$ cat src/rtl/assoc_refill_ctrl.sv
// assoc_refill_ctrl: request-side controller for a 4-way fully associative
// cache. It holds the valid/tag/data store and does a registered tag lookup per
// request. On a miss it refills one word from main memory into a victim way.
//
// Optional feature macro: ASSOC_LRU_EN. When it is defined, the victim among
// fully-valid ways is chosen by true LRU using per-way 2-bit ages. When it is
// undefined, the victim is chosen by a round-robin pointer.
//
// Ports:
//   clk, rst               clock, synchronous active-high reset
//   req_valid/req_ready    lookup request handshake (ready only in IDLE)
//   req_addr               request address: tag = [11:5], offset [4:0] unused
//   resp_valid             one-cycle response strobe
//   resp_hit, resp_data    hit flag and data word, held between responses
//   mem_req, mem_addr      refill request and block number, held until ack
//   mem_ack, mem_data      refill word return
//   hit_cnt, miss_cnt      saturating hit/miss counters
module assoc_refill_ctrl #(
    parameter int unsigned TAG_W  = 7,
    parameter int unsigned OFF_W  = 5,
    parameter int unsigned DATA_W = 32,
    parameter int unsigned CNT_W  = 16
) (
    input  logic                   clk,
    input  logic                   rst,
    input  logic                   req_valid,
    output logic                   req_ready,
    input  logic [TAG_W+OFF_W-1:0] req_addr,
    output logic                   resp_valid,
    output logic                   resp_hit,
    output logic [DATA_W-1:0]      resp_data,
    output logic                   mem_req,
    output logic [TAG_W-1:0]       mem_addr,
    input  logic                   mem_ack,
    input  logic [DATA_W-1:0]      mem_data,
    output logic [CNT_W-1:0]       hit_cnt,
    output logic [CNT_W-1:0]       miss_cnt
);

    localparam int unsigned WAYS  = 4;
    localparam int unsigned WAY_W = 2;

    typedef enum logic [1:0] {
        S_IDLE,
        S_LOOKUP,
        S_REFILL,
        S_RESP
    } state_t;

    state_t                         state_q, state_d;
    logic [TAG_W-1:0]               tag_q, tag_d;
    logic [WAYS-1:0]                valid_q, valid_d;
    logic [WAYS-1:0][TAG_W-1:0]     way_tag_q, way_tag_d;
    logic [WAYS-1:0][DATA_W-1:0]    way_data_q, way_data_d;
    logic                           req_ready_q, req_ready_d;
    logic                           resp_valid_q, resp_valid_d;
    logic                           resp_hit_q, resp_hit_d;
    logic [DATA_W-1:0]              resp_data_q, resp_data_d;
    logic                           mem_req_q, mem_req_d;
    logic [TAG_W-1:0]               mem_addr_q, mem_addr_d;
    logic [CNT_W-1:0]               hit_cnt_q, hit_cnt_d;
    logic [CNT_W-1:0]               miss_cnt_q, miss_cnt_d;
`ifdef ASSOC_LRU_EN
    logic [WAYS-1:0][1:0]           age_q, age_d;
    logic                           acc_en;
    logic [WAY_W-1:0]               acc_way;
    logic [WAY_W-1:0]               lru_way;
`else
    logic [WAY_W-1:0]               rr_q, rr_d;
`endif

    logic                           hit;
    logic [WAY_W-1:0]               hit_way;
    logic                           inv_found;
    logic [WAY_W-1:0]               inv_way;
    logic [WAY_W-1:0]               victim;

    // Block offset does not select data: one word per block.
    logic unused_off;
    assign unused_off = ^req_addr[OFF_W-1:0];

    // Next-state, storage update and registered-output computation.
    always_comb begin
        state_d      = state_q;
        tag_d        = tag_q;
        valid_d      = valid_q;
        way_tag_d    = way_tag_q;
        way_data_d   = way_data_q;
        resp_valid_d = 1'b0;
        resp_hit_d   = resp_hit_q;
        resp_data_d  = resp_data_q;
        mem_req_d    = mem_req_q;
        mem_addr_d   = mem_addr_q;
        hit_cnt_d    = hit_cnt_q;
        miss_cnt_d   = miss_cnt_q;
`ifdef ASSOC_LRU_EN
        age_d        = age_q;
        acc_en       = 1'b0;
        acc_way      = '0;
        lru_way      = '0;
`else
        rr_d         = rr_q;
`endif
        hit          = 1'b0;
        hit_way      = '0;
        inv_found    = 1'b0;
        inv_way      = '0;

        // Associative compare; at most one way can match.
        for (int i = 0; i < WAYS; i++) begin
            if (valid_q[i] && (way_tag_q[i] == tag_q)) begin
                hit     = 1'b1;
                hit_way = WAY_W'(i);
            end
        end

        // Lowest-index invalid way has priority as victim.
        for (int i = WAYS - 1; i >= 0; i--) begin
            if (!valid_q[i]) begin
                inv_found = 1'b1;
                inv_way   = WAY_W'(i);
            end
        end

`ifdef ASSOC_LRU_EN
        for (int i = 0; i < WAYS; i++) begin
            if (age_q[i] == 2'd3) begin
                lru_way = WAY_W'(i);
            end
        end
        victim = inv_found ? inv_way : lru_way;
`else
        victim = inv_found ? inv_way : rr_q;
`endif

        unique case (state_q)
            S_IDLE: begin
                if (req_valid) begin
                    tag_d   = req_addr[TAG_W+OFF_W-1:OFF_W];
                    state_d = S_LOOKUP;
                end
            end
            S_LOOKUP: begin
                if (hit) begin
                    state_d      = S_RESP;
                    resp_valid_d = 1'b1;
                    resp_hit_d   = 1'b1;
                    resp_data_d  = way_data_q[hit_way];
                    if (hit_cnt_q != '1) begin
                        hit_cnt_d = hit_cnt_q + CNT_W'(1);
                    end
`ifdef ASSOC_LRU_EN
                    acc_en  = 1'b1;
                    acc_way = hit_way;
`endif
                end else begin
                    state_d    = S_REFILL;
                    mem_req_d  = 1'b1;
                    mem_addr_d = tag_q;
                    if (miss_cnt_q != '1) begin
                        miss_cnt_d = miss_cnt_q + CNT_W'(1);
                    end
                end
            end
            S_REFILL: begin
                if (mem_ack) begin
                    valid_d[victim]    = 1'b1;
                    way_tag_d[victim]  = tag_q;
                    way_data_d[victim] = mem_data;
                    mem_req_d          = 1'b0;
                    state_d            = S_RESP;
                    resp_valid_d       = 1'b1;
                    resp_hit_d         = 1'b0;
                    resp_data_d        = mem_data;
`ifdef ASSOC_LRU_EN
                    acc_en  = 1'b1;
                    acc_way = victim;
`else
                    // Pointer moves only when a valid way is evicted.
                    if (!inv_found) begin
                        rr_d = rr_q + WAY_W'(1);
                    end
`endif
                end
            end
            S_RESP: begin
                state_d = S_IDLE;
            end
            default: begin
                state_d = S_IDLE;
            end
        endcase

`ifdef ASSOC_LRU_EN
        // Accessed way becomes youngest; ways younger than it age by one.
        if (acc_en) begin
            for (int i = 0; i < WAYS; i++) begin
                if (WAY_W'(i) == acc_way) begin
                    age_d[i] = 2'd0;
                end else if (age_q[i] < age_q[acc_way]) begin
                    age_d[i] = age_q[i] + 2'd1;
                end
            end
        end
`endif

        req_ready_d = (state_d == S_IDLE);
    end

    // State and output registers with synchronous reset.
    always_ff @(posedge clk) begin
        if (rst) begin
            state_q      <= S_IDLE;
            tag_q        <= '0;
            valid_q      <= '0;
            way_tag_q    <= '0;
            way_data_q   <= '0;
            req_ready_q  <= 1'b1;
            resp_valid_q <= 1'b0;
            resp_hit_q   <= 1'b0;
            resp_data_q  <= '0;
            mem_req_q    <= 1'b0;
            mem_addr_q   <= '0;
            hit_cnt_q    <= '0;
            miss_cnt_q   <= '0;
`ifdef ASSOC_LRU_EN
            for (int i = 0; i < WAYS; i++) begin
                age_q[i] <= 2'(i);
            end
`else
            rr_q         <= '0;
`endif
        end else begin
            state_q      <= state_d;
            tag_q        <= tag_d;
            valid_q      <= valid_d;
            way_tag_q    <= way_tag_d;
            way_data_q   <= way_data_d;
            req_ready_q  <= req_ready_d;
            resp_valid_q <= resp_valid_d;
            resp_hit_q   <= resp_hit_d;
            resp_data_q  <= resp_data_d;
            mem_req_q    <= mem_req_d;
            mem_addr_q   <= mem_addr_d;
            hit_cnt_q    <= hit_cnt_d;
            miss_cnt_q   <= miss_cnt_d;
`ifdef ASSOC_LRU_EN
            age_q        <= age_d;
`else
            rr_q         <= rr_d;
`endif
        end
    end

    assign req_ready  = req_ready_q;
    assign resp_valid = resp_valid_q;
    assign resp_hit   = resp_hit_q;
    assign resp_data  = resp_data_q;
    assign mem_req    = mem_req_q;
    assign mem_addr   = mem_addr_q;
    assign hit_cnt    = hit_cnt_q;
    assign miss_cnt   = miss_cnt_q;

endmodule

$ cat config.mk
export PLATFORM = sky130hd
export DESIGN_NAME = assoc_refill_ctrl
export DESIGN_NICKNAME = d
export VERILOG_FILES = /design/src/rtl/assoc_refill_ctrl.sv
export SDC_FILE = /design/constraint.sdc
export NUM_CORES = 1
export LEC_CHECK = 0
export ABC_AREA = 1
export CORE_MARGIN = 3
export CORE_UTILIZATION = 50
export DETAILED_ROUTE_END_ITERATION = 8
export GPL_ROUTABILITY_DRIVEN = 0
export PLACE_DENSITY = 0.73
export SLEW_MARGIN = 20
export SYNTH_ARGS = -nofsm -noshare
export SYNTH_HDL_FRONTEND = slang
export SYNTH_SLANG_ARGS = --single-unit
$ cat constraint.sdc
create_clock -name clk -period 2.6 [get_ports clk]
set_input_delay 0.52 -clock clk [delete_from_list [all_inputs] [get_ports clk]]
set_output_delay 0.52 -clock clk [all_outputs]
set_load 0.05 [all_outputs]
# ---- After elaboration in Yosys (flattened, before gate mapping)
# Cells that the tools add are included.
# W data, S select, Z words.
dict set report totals {
  mem_bits_ro 0
  latchBits 0
  n_memories 0
  ramBits 0
  regBits 246
  wordCells 98
}
dict set report op_classes {
  bitwise 3
  mul 0
  n_shift 0
  n_addsub 3
  order_cmp 3
  eq_ne 12
  n_reduce_logical 16
  n_mux 41
  n_div 0
}
# operator count
set op_table {}
lappend op_table {{$bwmux W128} 1}
lappend op_table {{$mux W32} 4}
lappend op_table {{$bmux W32 S2} 1}
lappend op_table {{$demux W32 S2} 1}
lappend op_table {{$pmux W32 S2} 1}
lappend op_table {{$add A16 B1 Y16 const B} 2}
lappend op_table {{$ne A16 B16 Y1 const B} 2}
lappend op_table {{$bwmux W28} 1}
lappend op_table {{$eq A7 B7 Y1} 4}
lappend op_table {{$mux W2} 9}
lappend op_table {{$mux W1} 16}
lappend op_table {{$reduce_and A3 Y1} 5}
lappend op_table {{$demux W7 S2} 1}
lappend op_table {{$pmux W2 S4} 1}
lappend op_table {{$mux W7} 1}
lappend op_table {{$lt A2 B3 Y1 const B} 2}
lappend op_table {{$ne A2 B2 Y1 const B} 3}
lappend op_table {{$pmux W1 S2} 3}
lappend op_table {{$reduce_and A2 Y1} 3}
lappend op_table {{$logic_and A1 B1 Y1} 5}
lappend op_table {{$eq A2 B2 Y1 const B} 2}
lappend op_table {{$logic_not A2 Y1} 2}
lappend op_table {{$or A4 B4 Y4} 1}
lappend op_table {{$add A2 B1 Y2 const B} 1}
lappend op_table {{5 further kinds} 6}

# ---- Longest topological paths before layout
# Gate-level depths: netlist of the first run.
dict set report logic_depth {
  depth_word 10
  depth_mapped 15
  mapped_depth_nobuf 14
}

# ---- Worst setup path after synthesis of the first run
# No wires, ideal clock.
dict set report synth_timing {
  path_type {register to register}
  start {register miss_cnt_q[0] (netlist: miss_cnt[0])}
  end {register miss_cnt_q[7] (netlist: miss_cnt[7])}
  setup_ns 0.070
  period_less_slack_ns 2.251
  path_buffers 1
  required_time_ns 2.530
  arrival_time_ns 2.180
  setup_slack_ns 0.349
  path_stages_with_launch 11
  cell_sequence {dfxtp_1 > ha_1 > nand3_1 > nor3_2 > nand2_1 > nor3_2 > nand2_1 > nand2_2 > buf_4 > nand2_1 > a21oi_1}
}
dict set report synth_via {
  elab_chain_len 2
  word_cells_on_any_way 3
  cone_classes {add/sub: 1; eq/ne: 1; reduce/logical: 1}
}
# element line_no
set synth_rtl {}
lappend synth_rtl {{from (decl)} 62} ;# logic [CNT_W-1:0] miss_cnt_q, miss_cnt_d;
lappend synth_rtl {{from (signal assigned)} 246} ;# miss_cnt_q <= miss_cnt_d;
lappend synth_rtl {{branches (longest 2 deep; another with $add A16 B1 Y16)} --}
# Several ways; the timed one is not identified.
# A chain may end at the register's enable or synchronous reset.

# ---- Final worst setup path of the first run
dict set report layout_timing {
  start {register hit_cnt_q[2] (netlist: hit_cnt[2])}
  end {output port hit_cnt[2]}
}
# element line_no
set layout_lines {}
lappend layout_lines {{from (decl)} 61} ;# logic [CNT_W-1:0] hit_cnt_q, hit_cnt_d;
lappend layout_lines {{from (signal assigned)} 245} ;# hit_cnt_q <= hit_cnt_d;
lappend layout_lines {{to (decl)} 36} ;# output logic [CNT_W-1:0] hit_cnt,
# No word-level cell between the ends.

==> results.py, run 1 <==
metrics = {
    "worst_setup_path": {
        "ff2ff_path_depth": 13,
        "regToRegEndpoint": "resp_data[27]$_SDFFE_PP0P_",
        "crit_path_start_kind": "register",
        "critical_path.startpoint": "hit_cnt[2]$_SDFFE_PP0P_",
        "crit_required_ns": 2.08,
        "timing.rr.start": "tag_q[3]$_SDFFE_PP0P_",
        "setup.reg_to_reg.worst_slack_ns": 0.42,
        "timing.critical_path.fanout_max": 8,
        "worst_setup_path_end_kind": "primary output",
        "timing.critical_path.buf_inv": 1,
        "worst_ep_arrival_time_ns": 1.88,
        "critical_path.cell_chain": "clkdlybuf4s50_1",
        "crit_cells": 1,
        "timing_worst_setup_path_type": "register to primary output",
        "slowest_stage": "sky130_fd_sc_hd__clkdlybuf4s50_1",
        "slowest_delay_ns": 0.87,
        "crit_path_leading_delay_family": "buffers and inverters",
    },
    "flow_run": {
        "max_cap_viol_count": 0,
    },
    "sta": {
        "worst_case_headroom_to_the_max_slew_limit_pct": 63.88,
        "grt_setup_unrepaired": "no",
        "finalSetupTns_ns": 0,
        "min_period_over_period_pct": 92.33,
        "max_freq_mhz": 416.6,
        "slew_violations": 0,
        "pin_slew_with_the_least_headroom_to_its_limit_ns": 0.5401,
        "finalCriticalPeriod_ns": 2.401,
        "finalSetupViolCount": 0,
        "hold_viol": 0,
        "finClkSkew_ns": 0.01304,
    },
    "global_routing": {
        "grt_most_used_layer": "met2",
        "via_count_of_the_first_global_routing_pass": 10340,
        "grt_util_met2_pct": 38.77,
        "use_met3_pct": 3.796,
        "first_pass_grt_wire_length_um": 50190,
        "grt_antenna_before_repair": 2,
        "grt_start_max_net_pins": 66,
        "groute.usage.overall_pct": 22.73,
        "use_met1_pct": 30.08,
        "globalRoute.totalOverflow": 0,
    },
    "layout": {
        "layout.core_utilization_pct": 61.10,
        "final.fill_count": 2188,
        "drive_above_1_share_pct": 10.74,
        "multiInputGateArea_um2": 5715,
        "syn2layout_area_growth_pct": 19.68,
        "finish.net_count": 1907,
        "layout.area.seq_um2": 4925,
        "final-instance-count-excl-fill": 2191,
    },
    "pwr": {
        "share_clk_of_total_power_pct": 28.6,
        "comb_power_share_pct": 37.4,
        "p_sw_w": 0.005194,
        "total_power_divided_by_cell_area_nw_per_um2": 942.9,
        "power.ir.vdd_worst_v": 0.0006416,
        "power_leakage_nw": 6.243,
        "totalPowerFinal_w": 0.01356,
        "power_frac_seq_pct": 34.0,
        "internal_portion_of_total_power_w": 0.008368,
        "power.switching_fraction_pct": 38.30,
    },
    "clock_network": {
        "cts_resized": 0,
        "tritoncts.num_buffers": 27,
        "clock-root-buffer": "sky130_fd_sc_hd__clkbuf_16",
        "tritoncts": "built",
        "post_cts_repair_setup_buffers": 0,
        "cts_hold_buffers": 0,
        "worst_skew_pair.late_latency_ns": 0.52,
        "ctsLongestPathBuffers": 3,
        "cts.htree.levels": 1,
        "tritoncts_sink_count": 246,
        "clkTransAtPathRegs_ns": 0.06,
    },
    "yosys": {
        "ys_dominant_reg_cell": "sky130_fd_sc_hd__dfxtp_1",
        "synth-seq-area-share_pct": 40.97,
        "postSynthNetCount": 1828,
        "netlist-cell-type-count": 34,
        "netlist_area_before_placement_um2": 12020,
        "yosysTopAreaCellShare_pct": 40.97,
        "synth.largest_area_cell": "sky130_fd_sc_hd__dfxtp_1",
        "synth-edff-count": 0,
        "async_sr_flop_fraction_pct": 0,
        "synth_seq_cells": 246,
        "post_synthesis_cells": 1774,
        "yosys-top-cells-area": "sky130_fd_sc_hd__dfxtp_1 41%, sky130_fd_sc_hd__nand2_1 11%, sky130_fd_sc_hd__o21ai_0 8.6%, sky130_fd_sc_hd__nor2_1 7.5%, sky130_fd_sc_hd__inv_1 7.0%",
        "syn_area_per_cell_um2": 6.775,
        "yosys_warnings": 0,
    },
    "routing": {
        "dr_total_vias": 11060,
        "ant_nets": 0,
        "drt-initial-drc-count": 755,
        "drc_errors": 0,
        "vias_per_cell": 5.050,
        "post_drt_wl_per_cell_um": 13.73,
        "drt_pass1_iterations": 5,
        "wl_um": 30080,
    },
    "floorplanning": {
        "die_area_um2": 25930,
        "core_area_um2": 23540,
        "starting_utilization_of_the_core_area_pct": 51.05,
        "die_width_um": 161.0,
        "io_pins": 123,
        "die_y_um": 161.0,
        "floorplan_row_count": 56,
    },
    "worst_hold_path": {
        "min_delay_path_depth": 2,
        "hold_path.startpoint": "way_data_q[84]$_SDFFE_PP0P_",
        "worstHoldPathType": "register to register",
        "min_to": "way_data_q[84]$_SDFFE_PP0P_",
    },
    "place": {
        "port_buffers": 117,
        "total_placed_cells_including_tap_cells": 2143,
        "dp.final_hpwl_um": 18870,
    },
    "run_status": {
        "outcome": "completed",
    },
}
cells by family (layout without fill, tap and decap cells):
kind of cell,count (synthesis),count (layout),share of synthesized area [%]
compound gates,390,390,16.97
xor+xnor,28,28,2.040
fa+ha+maj,6,6,0.6246
buf+inv,337,434,11.60
flops,246,246,40.97
other cells,0,1,0
simple gates,767,767,27.80
registers in the layout, summed over array words and instances, names as in the netlist, 4 cells and up:
signal and count:
resp_data 32, way_tag_q 28, tag_q 7, hit_cnt 16
mem_addr 7, way_data_q 128, miss_cnt 16, valid_q 4
power by group through the flow:
| stage | clock network (W) | registers, W | logic (W) |
|---|---|---|---|
| detailed placement | 0 | 0.00469 | 0.00506 |
| floorplan | 0 | 0.00580 | 0.00262 |
| finish | 0.00388 | 0.00461 | 0.00507 |
| global route | 0.00411 | 0.00468 | 0.00558 |
| CTS | 0.00395 | 0.00461 | 0.00510 |
| global placement | 0 | 0.00468 | 0.00499 |
worst max path at each step:
stage / slack (ns) / to
floorplan: 0.35 / miss_cnt[7]$_SDFFE_PP0P_
global placement: 0.45 / way_data_q[46]$_SDFFE_PP0P_
detailed placement: 0.40 / way_data_q[43]$_SDFFE_PP0P_
CTS: 0.18 / hit_cnt[2]
global route: 0.14 / hit_cnt[2]
finish: 0.20 / hit_cnt[2]
through the flow:
step,cell area (um2),hold WS (ns),worst slack [ns]
detailed placement,13480,0.4409,0.3978
CTS,14380,0.4497,0.1803
floorplan,12020,0.4235,0.3491
global route,14380,0.4662,0.1432
global placement,13480,0.4324,0.4460
finish,14380,0.4489,0.1994
placed cells by master (no fill, tap or decap), types with 2 or more instances in the layout:
cell,instances
sky130_fd_sc_hd__a21oi_1,158
sky130_fd_sc_hd__a21oi_2,20
sky130_fd_sc_hd__a31oi_1,2
sky130_fd_sc_hd__buf_12,9
sky130_fd_sc_hd__buf_4,28
sky130_fd_sc_hd__bufinv_16,3
sky130_fd_sc_hd__clkbuf_1,7
sky130_fd_sc_hd__clkbuf_16,27
sky130_fd_sc_hd__clkbuf_8,7
sky130_fd_sc_hd__clkdlybuf4s50_1,117
sky130_fd_sc_hd__clkinv_2,3
sky130_fd_sc_hd__dfxtp_1,246
sky130_fd_sc_hd__ha_1,5
sky130_fd_sc_hd__inv_1,222
sky130_fd_sc_hd__inv_2,10
sky130_fd_sc_hd__nand2_1,358
sky130_fd_sc_hd__nand2_2,29
sky130_fd_sc_hd__nand3_1,53
sky130_fd_sc_hd__nand3_2,18
sky130_fd_sc_hd__nand4_1,14
sky130_fd_sc_hd__nor2_1,240
sky130_fd_sc_hd__nor2_2,2
sky130_fd_sc_hd__nor2_4,5
sky130_fd_sc_hd__nor3_1,11
sky130_fd_sc_hd__nor3_2,2
sky130_fd_sc_hd__o21ai_0,206
sky130_fd_sc_hd__o21ai_2,2
sky130_fd_sc_hd__or2_2,31
sky130_fd_sc_hd__xnor2_1,8
sky130_fd_sc_hd__xor2_1,20
layer usage:
metal	share of wire (%)	up-vias	wire length, um
li1	-	5706	-
met1	45	5003	13540
met2	47	311	14040
met3	6.4	42	1921
met4	1.9	2	560
met5	0.043	-	13
cells in the mapped netlist, types with 6 or more instances:
cell type / instances
sky130_fd_sc_hd__nand3_1: 53
sky130_fd_sc_hd__or2_2: 31
sky130_fd_sc_hd__nand4_1: 14
sky130_fd_sc_hd__buf_2: 23
sky130_fd_sc_hd__nand2_2: 29
sky130_fd_sc_hd__xor2_1: 20
sky130_fd_sc_hd__a21oi_1: 158
sky130_fd_sc_hd__ha_1: 6
sky130_fd_sc_hd__nor3_1: 11
sky130_fd_sc_hd__inv_2: 9
sky130_fd_sc_hd__inv_1: 223
sky130_fd_sc_hd__clkbuf_1: 58
sky130_fd_sc_hd__buf_1: 6
sky130_fd_sc_hd__nor2_1: 240
sky130_fd_sc_hd__buf_6: 11
sky130_fd_sc_hd__nand3_2: 18
sky130_fd_sc_hd__o21ai_0: 206
sky130_fd_sc_hd__nand2_1: 359
sky130_fd_sc_hd__a21oi_2: 20
sky130_fd_sc_hd__dfxtp_1: 246
sky130_fd_sc_hd__xnor2_1: 8
final cells by class:
class / instances / share of cell area [%]
Multi-Input combinational cell: 1191 / 39.74
Sequential cell: 246 / 34.24
Timing Repair Buffer: 154 / 10.86
Inverter: 233 / 6.098
Clock buffer: 41 / 5.550
Tap cell: 319 / 2.775
Clock inverter: 6 / 0.7307
Antenna cell: 1 / 0.01740
Power figures use the tool's default switching activity.
==> run 2: changes to the inputs <==
Settings changed: DONT_BUFFER_PORTS set to 1, PLACE_DENSITY 0.73 to 0.66.
==> run 2 against run 1 <==
Clock-buffer cell count is 2 higher. Flip-flop and latch count is the same. Critical path depth rose by 8. Global-route usage shrank 0.55 points. Register-to-register slack worse by 0.16 ns.
==> results.py, run 2 (synthesis gave the netlist of run 1 again) <==
metrics = {
    "worst_setup_path": {
        "crit_path_start_kind": "register",
        "timing.critical_path.buf_inv": 3,
        "worst_setup_path_end_kind": "register",
        "timing_worst_setup_path_type": "register to register",
        "critical_path.cell_chain": "inv_1 -> ha_2 -> nand2_1 -> nor2_1 -> inv_1 -> nor2_4 -> inv_2 -> o21ai_0 -> a21oi_1",
        "slowest_delay_ns": 0.74,
        "worst_ep_arrival_time_ns": 2.78,
        "slowest_stage": "sky130_fd_sc_hd__inv_2",
        "timing.critical_path.fanout_max": 65,
        "crit_path_leading_delay_family": "buffers and inverters",
        "crit_required_ns": 3.04,
        "cp_common_cell": "sky130_fd_sc_hd__inv_1",
    },
    "floorplanning": {
        "core_area_um2": 23540,
        "starting_utilization_of_the_core_area_pct": 51.05,
        "die_y_um": 161.0,
        "io_pins": 123,
        "die_width_um": 161.0,
        "floorplan_row_count": 56,
        "die_area_um2": 25930,
    },
    "pwr": {
        "power.ir.vdd_worst_v": 0.0005795,
        "total_power_divided_by_cell_area_nw_per_um2": 963.7,
        "power_leakage_nw": 5.933,
        "totalPowerFinal_w": 0.01287,
    },
    "layout": {
        "final-instance-count-excl-fill": 2093,
        "most_common_cell_after_layout_fill_and_taps_aside": "sky130_fd_sc_hd__nand2_1",
        "register_containing_the_most_flip_flops_in_the_final_layout": "way_data_q",
        "syn2layout_area_growth_pct": 11.08,
        "drive_above_1_share_pct": 12.46,
        "largest_register_ff_count": 128,
        "finish.net_count": 1809,
        "layout_common_cells": "358 x sky130_fd_sc_hd__nand2_1, 246 x sky130_fd_sc_hd__dfxtp_1, 240 x sky130_fd_sc_hd__nor2_1",
        "num_antenna_cells": 0,
    },
    "clock_network": {
        "cts_resized": 0,
        "tritoncts": "built",
        "clkTransAtPathRegs_ns": 0.06,
        "cts.htree.levels": 1,
        "clock-root-buffer": "sky130_fd_sc_hd__clkbuf_16",
        "worst_skew_pair.late_latency_ns": 0.53,
        "post_cts_repair_setup_buffers": 0,
        "tritoncts.num_buffers": 27,
        "ctsLongestPathBuffers": 3,
        "cts_hold_buffers": 0,
        "tritoncts_sink_count": 246,
    },
    "global_routing": {
        "grt_start_max_net_pins": 66,
        "grt_util_met2_pct": 38.05,
        "via_count_of_the_first_global_routing_pass": 9852,
        "use_met3_pct": 4.873,
        "grt_most_used_layer": "met2",
        "first_pass_grt_wire_length_um": 48890,
        "groute.usage.overall_pct": 22.17,
        "grt_antenna_before_repair": 0,
        "globalRoute.totalOverflow": 0,
        "use_met1_pct": 29.11,
    },
    "sta": {
        "min_period_over_period_pct": 89.81,
        "worst_case_headroom_to_the_max_slew_limit_pct": 30.41,
        "setup_slack_ns": 0.2650,
        "holdWs_ns": 0.06381,
        "hold_viol": 0,
        "pin_slew_with_the_least_headroom_to_its_limit_ns": 1.042,
        "finalCriticalPeriod_ns": 2.335,
        "grt_setup_unrepaired": "no",
        "max_freq_mhz": 428.3,
        "slew_violations": 0,
        "finalSetupViolCount": 0,
        "finClkSkew_ns": 0.01677,
        "finalSetupTns_ns": 0,
    },
    "run_status": {
        "outcome": "completed",
    },
    "worst_hold_path": {
        "worstHoldPathType": "input pin to register",
    },
    "routing": {
        "drt-initial-drc-count": 715,
        "wl_um": 29230,
        "dr_total_vias": 10540,
        "ant_nets": 0,
        "drc_errors": 0,
        "post_drt_wl_per_cell_um": 13.96,
        "vias_per_cell": 5.033,
        "drt_pass1_iterations": 5,
    },
    "place": {
        "port_buffers": 0,
        "detailedPlace.worstSlack_ns": 0.2688,
        "total_placed_cells_including_tap_cells": 2045,
        "dp.final_hpwl_um": 18070,
    },
    "flow_run": {
        "max_cap_viol_count": 0,
    },
}
[run 2: cell types whose count changed in the layout (fill, tap and decap cells not counted), sizes merged]
cell	delta
diode	-1
clkdlybuf4s50	-117
bufinv	-1
clkbuf	+2
buf	+19
[run 2: worst paths after layout]
kind	from	slack, ns	depth (start not counted)	end
worst max-delay path	state_q[0]$_SDFF_PP0_	0.26	9	way_data_q[44]$_SDFFE_PP0P_
worst max register to register	state_q[0]$_SDFF_PP0_	0.26	9	way_data_q[44]$_SDFFE_PP0P_
worst min-delay path	rst	0.06	1	miss_cnt[3]$_SDFFE_PP0P_
worst min register to register	way_data_q[40]$_SDFFE_PP0P_	0.45	2	way_data_q[40]$_SDFFE_PP0P_
[run 2: cell type report]
cell class,instances,area [um2]
Timing Repair Buffer,56,533.0
Fill cell,2303,10190
Sequential cell,246,4925
Multi-Input combinational cell,1191,5715
Clock buffer,43,825.8
Clock inverter,5,75.07
Inverter,233,877.1
Tap cell,319,399.1
[run 2: worst register-to-register path: stages (launching register included)]
cell and delay (ns):
sky130_fd_sc_hd__dfxtp_1 0.38, sky130_fd_sc_hd__inv_1 0.10, sky130_fd_sc_hd__ha_2 0.19, sky130_fd_sc_hd__nand2_1 0.19, sky130_fd_sc_hd__nor2_1 0.08, sky130_fd_sc_hd__inv_1 0.15, sky130_fd_sc_hd__nor2_4 0.06, sky130_fd_sc_hd__inv_2 0.75
sky130_fd_sc_hd__o21ai_0 0.22, sky130_fd_sc_hd__a21oi_1 0.15
[run 2: stage by stage]
step	cell area [um2]	utilization, %
2_1_floorplan	12020	-
3_3_place_gp	12450	52.88
3_5_place_dp	12450	52.88
4_1_cts	13350	56.71
5_1_grt	13350	56.71
6_report	13350	56.71
[run 2: report_power, final]
part	switching, W	internal, W
Clock	0.00150	0.00235
Combinational	0.00212	0.00111
Sequential	0.00147	0.00431
Total	0.00510	0.00777
[run 2: metal layers]
layer  up-vias  wire [um]
li1       5507          -
met4         0        279
met2       217      13790
met3        26       2019
met5         -          0
met1      4785      13140
